File: config.mk
export PLATFORM = sky130hd
export DESIGN_NAME = uart_tx_arbiter_flat
export DESIGN_NICKNAME = d
export VERILOG_FILES = /design/src/rtl/uart_tx_arbiter_if.sv /design/src/rtl/uart_tx_arbiter.sv /design/src/flat_wrapper.sv
export SDC_FILE = /design/constraint.sdc
export NUM_CORES = 1
export LEC_CHECK = 0
export BUFFER_PORTS_ARGS = -buffer_cell sky130_fd_sc_hd__buf_2
export CORE_UTILIZATION = 45
export DETAILED_ROUTE_END_ITERATION = 7
export PLACE_DENSITY = 0.71
export SYNTH_ARGS = -nofsm -noshare
export SYNTH_HDL_FRONTEND = slang
export SYNTH_SLANG_ARGS = --single-unit
File: constraint.sdc
create_clock -name clk -period 5.85 [get_ports clk]
set_clock_uncertainty 0.2 [all_clocks]
set_input_delay 0.585 -clock clk [delete_from_list [all_inputs] [get_ports clk]]
set_output_delay 0.585 -clock clk [all_outputs]
set_load 0.01 [all_outputs]
File: src/rtl/uart_tx_arbiter_if.sv
// Requester-side and uart_tx-side signals of the round-robin TX arbiter.
// The slave modport is the arbiter; the master modport is its environment.
interface uart_tx_arbiter_if #(
    parameter int NUM_REQ = 4
);
    logic [NUM_REQ-1:0]   i_req;
    logic [8*NUM_REQ-1:0] i_data;
    logic [NUM_REQ-1:0]   o_ack;
    logic [3:0]           o_grant;
    logic                 o_busy;
    logic                 o_err;
    logic                 o_tx_start;
    logic [7:0]           o_tx_data;
    logic                 i_tx_busy;

    modport slave (
        input  i_req, i_data, i_tx_busy,
        output o_ack, o_grant, o_busy, o_err, o_tx_start, o_tx_data
    );

    modport master (
        output i_req, i_data, i_tx_busy,
        input  o_ack, o_grant, o_busy, o_err, o_tx_start, o_tx_data
    );
endinterface

File: src/rtl/uart_tx_arbiter.sv
// Round-robin arbiter sharing one uart_tx among NUM_REQ byte producers.
// Optional feature UART_ARB_TAG_EN: prefix each byte with tag {4'hA, grantee}.
module uart_tx_arbiter #(
    parameter int NUM_REQ      = 4,
    parameter int BUSY_TIMEOUT = 16
) (
    input  logic              clk,
    input  logic              i_rst,
    uart_tx_arbiter_if.slave  bus
);
`ifdef UART_ARB_TAG_EN
    typedef enum logic [1:0] {IDLE, WAIT_BUSY, WAIT_DONE, TAG_WAIT} state_t;
`else
    typedef enum logic [1:0] {IDLE, WAIT_BUSY, WAIT_DONE} state_t;
`endif

    state_t               state_q, state_d;
    logic [NUM_REQ-1:0]   ack_q, ack_d;
    logic [3:0]           grant_q, grant_d;
    logic                 busy_q, busy_d;
    logic                 err_q, err_d;
    logic                 start_q, start_d;
    logic [7:0]           data_q, data_d;
    logic [7:0]           cnt_q, cnt_d;
`ifdef UART_ARB_TAG_EN
    logic [7:0]           byte_q, byte_d;
    logic                 tagp_q, tagp_d;
`endif

    logic                 found;
    logic [3:0]           win;
    logic [7:0]           win_byte;
    logic [NUM_REQ-1:0]   win_oh;

    // Two passes give the round-robin order: above the pointer first, then wrap.
    always_comb begin
        found    = 1'b0;
        win      = grant_q;
        win_byte = 8'h00;
        win_oh   = '0;
        for (int j = 0; j < NUM_REQ; j++) begin
            if (!found && bus.i_req[j] && j > int'(grant_q)) begin
                found    = 1'b1;
                win      = 4'(j);
                win_byte = bus.i_data[8*j +: 8];
                win_oh   = '0;
                win_oh[j] = 1'b1;
            end
        end
        for (int j = 0; j < NUM_REQ; j++) begin
            if (!found && bus.i_req[j] && j <= int'(grant_q)) begin
                found    = 1'b1;
                win      = 4'(j);
                win_byte = bus.i_data[8*j +: 8];
                win_oh   = '0;
                win_oh[j] = 1'b1;
            end
        end
    end

    always_comb begin
        state_d = state_q;
        ack_d   = '0;
        grant_d = grant_q;
        busy_d  = busy_q;
        err_d   = 1'b0;
        start_d = start_q;
        data_d  = data_q;
        cnt_d   = cnt_q;
`ifdef UART_ARB_TAG_EN
        byte_d  = byte_q;
        tagp_d  = tagp_q;
`endif
        case (state_q)
            IDLE: begin
                if (found && !bus.i_tx_busy) begin
                    ack_d   = win_oh;
                    grant_d = win;
                    busy_d  = 1'b1;
                    start_d = 1'b1;
                    cnt_d   = 8'd0;
                    state_d = WAIT_BUSY;
`ifdef UART_ARB_TAG_EN
                    data_d  = {4'hA, win};
                    byte_d  = win_byte;
                    tagp_d  = 1'b1;
`else
                    data_d  = win_byte;
`endif
                end
            end
            WAIT_BUSY: begin
                if (bus.i_tx_busy) begin
                    start_d = 1'b0;
                    state_d = WAIT_DONE;
                end else begin
                    cnt_d = cnt_q + 8'd1;
                    // Ack was already given, so a timeout simply drops the byte.
                    if (cnt_d == 8'(BUSY_TIMEOUT)) begin
                        start_d = 1'b0;
                        err_d   = 1'b1;
                        busy_d  = 1'b0;
                        state_d = IDLE;
`ifdef UART_ARB_TAG_EN
                        tagp_d  = 1'b0;
`endif
                    end
                end
            end
            WAIT_DONE: begin
                if (!bus.i_tx_busy) begin
`ifdef UART_ARB_TAG_EN
                    if (tagp_q) begin
                        tagp_d  = 1'b0;
                        state_d = TAG_WAIT;
                    end else begin
                        busy_d  = 1'b0;
                        state_d = IDLE;
                    end
`else
                    busy_d  = 1'b0;
                    state_d = IDLE;
`endif
                end
            end
`ifdef UART_ARB_TAG_EN
            TAG_WAIT: begin
                data_d  = byte_q;
                start_d = 1'b1;
                cnt_d   = 8'd0;
                state_d = WAIT_BUSY;
            end
`endif
            default: state_d = IDLE;
        endcase
    end

    always_ff @(posedge clk) begin
        if (i_rst) begin
            state_q <= IDLE;
            ack_q   <= '0;
            grant_q <= 4'(NUM_REQ - 1);
            busy_q  <= 1'b0;
            err_q   <= 1'b0;
            start_q <= 1'b0;
            data_q  <= 8'h00;
            cnt_q   <= 8'd0;
`ifdef UART_ARB_TAG_EN
            byte_q  <= 8'h00;
            tagp_q  <= 1'b0;
`endif
        end else begin
            state_q <= state_d;
            ack_q   <= ack_d;
            grant_q <= grant_d;
            busy_q  <= busy_d;
            err_q   <= err_d;
            start_q <= start_d;
            data_q  <= data_d;
            cnt_q   <= cnt_d;
`ifdef UART_ARB_TAG_EN
            byte_q  <= byte_d;
            tagp_q  <= tagp_d;
`endif
        end
    end

    assign bus.o_ack      = ack_q;
    assign bus.o_grant    = grant_q;
    assign bus.o_busy     = busy_q;
    assign bus.o_err      = err_q;
    assign bus.o_tx_start = start_q;
    assign bus.o_tx_data  = data_q;
endmodule

File: src/flat_wrapper.sv
// flat-port wrapper written by rule: the top's interface ports become plain ports
module uart_tx_arbiter_flat 
#(
    parameter int NUM_REQ      = 4,
    parameter int BUSY_TIMEOUT = 16
)
  (clk, i_rst, bus_i_req, bus_i_data, bus_i_tx_busy, bus_o_ack, bus_o_grant, bus_o_busy, bus_o_err, bus_o_tx_start, bus_o_tx_data);
  uart_tx_arbiter_if #(.NUM_REQ(NUM_REQ)) bus_i ();
  input  logic clk;
  input  logic i_rst;
  input wire logic [$bits(bus_i.i_req)-1:0] bus_i_req;
  input wire logic [$bits(bus_i.i_data)-1:0] bus_i_data;
  input wire logic [$bits(bus_i.i_tx_busy)-1:0] bus_i_tx_busy;
  output wire logic [$bits(bus_i.o_ack)-1:0] bus_o_ack;
  output wire logic [$bits(bus_i.o_grant)-1:0] bus_o_grant;
  output wire logic [$bits(bus_i.o_busy)-1:0] bus_o_busy;
  output wire logic [$bits(bus_i.o_err)-1:0] bus_o_err;
  output wire logic [$bits(bus_i.o_tx_start)-1:0] bus_o_tx_start;
  output wire logic [$bits(bus_i.o_tx_data)-1:0] bus_o_tx_data;
  assign bus_i.i_req = bus_i_req;
  assign bus_i.i_data = bus_i_data;
  assign bus_i.i_tx_busy = bus_i_tx_busy;
  assign bus_o_ack = bus_i.o_ack;
  assign bus_o_grant = bus_i.o_grant;
  assign bus_o_busy = bus_i.o_busy;
  assign bus_o_err = bus_i.o_err;
  assign bus_o_tx_start = bus_i.o_tx_start;
  assign bus_o_tx_data = bus_i.o_tx_data;
  uart_tx_arbiter #(.NUM_REQ(NUM_REQ), .BUSY_TIMEOUT(BUSY_TIMEOUT)) u_core (.clk(clk), .i_rst(i_rst), .bus(bus_i));
endmodule
==> impl_metrics.ini <==
[worst_setup_path]
crit_type = input pin to flip-flop
crit_fanout = 10
worst_ep_required_time_ns = 5.86
crit_family = simple AND/OR/NAND/NOR gates
path_buf_inv = 1
worstSetupEndpointType = flip-flop
worstPathArrival_ns = 2.51
cp_slowest_cell = nor4_1
critPathLaunchType = input pin
slowest_delay_ns = 0.98
crit_chain = buf_2 -> nor4_1 -> a21oi_1 -> o21ai_1 -> a22oi_1 -> nor2_1

[drt]
via_per_inst = 6.129
first_pass_iters = 5
ant_nets = 0
first_iter_violations = 148
drt-total-wl_mm = 5.062
dr_total_vias = 2041
wire_per_inst_um = 15.20
drc_errors = 0

[synthesis]
syn_area_um2 = 1948
ys.flop_type = dfxtp_1
synth_area_per_cell_um2 = 8.050
synth_edf_count = 0
ys_ff_latch = 27
synthArstFlopShare_pct = 0
ys_types = 65
ys_seq_area_share_pct = 27.75
syn_inst = 242
ys_warn_count = 0

[cts]
cts_setup_buffers = 0
clockBufferDepth = 2
numCtsBuffers = 3
root_buffer = clkbuf_8
cts_resized = 0
htreeDepth = 1
cts_hold_buf = 0
cts_tree = done
clkTransAtPathRegs_ns = 0.09
insertion_delay_ns = 0.27
numClockSinks = 27

[final_layout]
final_cells = 333
seqCellArea_um2 = 540.5
finalNetCount = 328
area_growth_pct = 12.78
mostFrequentLayoutCell = buf_2
diodes = 0
fillers = 405
multi_input_area_um2 = 1244
final_cell_mix = buf_2 (55), dfxtp_1 (27), nand2_1 (22), nor2_1 (20), a21oi_1 (17)
drive_gt1_share_pct = 25.09

[sta]
finalCritPeriodShare_pct = 42.70
fin_ws_ns = 3.352
finalSetupViolations = 0
hold_viol = 0
drv_slew = 0
setup_tns_ns = 0
relSlewSlack_pct = 22.68
fmax_mhz = 400.4
hold_ws_ns = 0.2712
fin_crit_ns = 2.498
rsz0062_at_grt = no
tightest_slew_ns = 1.149

[floorplan]
initial_core_util_pct = 47.67
dieArea_um2 = 4596
core_area_um2 = 4086
die_y_um = 67.80
io_pins = 58
num_rows = 23
chipWidth_um = 67.80

[place]
post-place-cells = 329
io_buffers = 55
pre_cts_slack_ns = 3.145
dpl.hpwl_mm = 3.611
place_congestion = 0.9342

[grt]
grt_pass1_wl_mm = 7.859
globalRouteOverflowTotal = 0
grt_antenna_before_repair = 0
grt_use_total_pct = 22.42
grt_pass1_vias = 1730
grt_start_max_net_pins = 29

[job]
maxCapViolations = 0

[power]
power_density_nw_per_um2 = 207.2
max-vdd-ir-drop_v = 0.00008964
fin_total_pwr_uw = 455.3
leakagePower_nw = 0.8896

[min_path]
min_path_type = flip-flop to flip-flop

[run_status]
status = completed
[cells by family (layout without fill, tap and decap cells)]
family                   count (synthesis)  in the layout  synth area share (%)
flip-flops                              27             27                 27.75
other                                    1              2                0.1925
adder cells (fa/ha/maj)                  5              5                 3.211
multiplexers                             3              3                 1.606
buffers and inverters                   26             66                 8.606
AND/OR/NAND/NOR                         96             96                 27.68
AO/OA/AOI/OAI                           84             84                 30.96
[synth_stat cells, types with 2 or more instances]
cell type	number	area (um^2)
inv_1	7	26.28
nand3_1	5	25.02
o221ai_1	3	26.28
or4_1	2	15.01
a31oi_1	6	37.54
nor4b_1	2	17.52
o22ai_1	2	12.51
and4_1	2	17.52
a21o_1	3	22.52
nor4_1	4	25.02
mux2i_1	2	20.02
a221oi_1	9	78.83
or3_1	4	25.02
and3b_1	2	17.52
a2111oi_0	3	26.28
nand2b_1	3	18.77
a311o_2	3	33.78
o21ai_0	11	55.05
a21oi_1	17	85.08
nor3b_1	3	22.52
nor2_1	20	75.07
nand2_1	22	82.58
o32ai_1	3	26.28
dfxtp_1	27	540.5
clkbuf_1	9	33.78
nor2b_1	5	31.28
o21bai_1	2	15.01
a211oi_1	2	15.01
a22oi_1	6	45.04
buf_4	3	22.52
ha_1	5	62.56
buf_6	5	56.30
nor3_1	6	30.03
a222oi_1	2	20.02
nand4_1	2	12.51
[flip-flops by register name, indices dropped and copies added, names as in the netlist]
| signal | count |
|---|---|
| u_core.bus.o_ack | 4 |
| u_core.bus.o_busy | 1 |
| u_core.bus.o_err | 1 |
| u_core.bus.o_grant | 2 |
| u_core.bus.o_tx_data | 8 |
| u_core.bus.o_tx_start | 1 |
| u_core.cnt_q | 8 |
| u_core.state_q | 2 |
[per-layer routing]
layer | global-route usage, % | share of wire [%] | wire length, um | vias up
li1 | - | - | - | 1019
met1 | 30.22 | 47 | 2374 | 958
met2 | 37.62 | 47 | 2366 | 60
met3 | 2.027 | 5.3 | 270 | 4
met4 | 6.510 | 1.0 | 51 | 0
met5 | 0 | 0 | 0 | -
[layout make-up]
class / count / area share, %
multi-input combinational: 190 / 56.61
sequential: 27 / 24.60
timing repair buffer: 55 / 12.53
tap: 50 / 2.847
clock buffer: 3 / 1.879
inverter: 7 / 1.196
clock inverter: 1 / 0.3417
[stage by stage]
stage | instance area, um^2 | util [%]
after floorplan | 1952 | -
after global placement | 2148 | 52.57
after detailed placement | 2148 | 52.57
after CTS | 2197 | 53.77
after global routing | 2197 | 53.77
final | 2197 | 53.77
[worst paths after layout]
check        cells past startpoint  slack, ns                             end                           start
min reg2reg                      2       0.27  u_core.bus.o_busy$_SDFFE_PP0P_  u_core.bus.o_busy$_SDFFE_PP0P_
min                              2       0.27  u_core.bus.o_busy$_SDFFE_PP0P_  u_core.bus.o_busy$_SDFFE_PP0P_
max reg2reg                      6       3.45  u_core.state_q[0]$_SDFFE_PP0P_    u_core.cnt_q[0]$_SDFFE_PP0P_
max                              6       3.35    u_core.cnt_q[3]$_SDFFE_PP0P_                    bus_i_req[3]
[power breakdown]
| part | internal, mW | leakage, nW | switching, mW | total (mW) |
|---|---|---|---|---|
| Combinational | 0.0573 | 0.647 | 0.0805 | 0.138 |
| Sequential | 0.197 | 0.221 | 0.0136 | 0.211 |
| Clock | 0.0483 | 0.0217 | 0.0587 | 0.107 |
[worst reg2reg max path, cell delays in order, from the launching register on]
cell	delay, ns
dfxtp_1	0.46
ha_1	0.27
nand2_1	0.08
or3_1	0.35
or4b_2	0.64
o21ai_0	0.17
o21ai_0	0.10
Note: power is estimated with default switching activity, not from simulation.
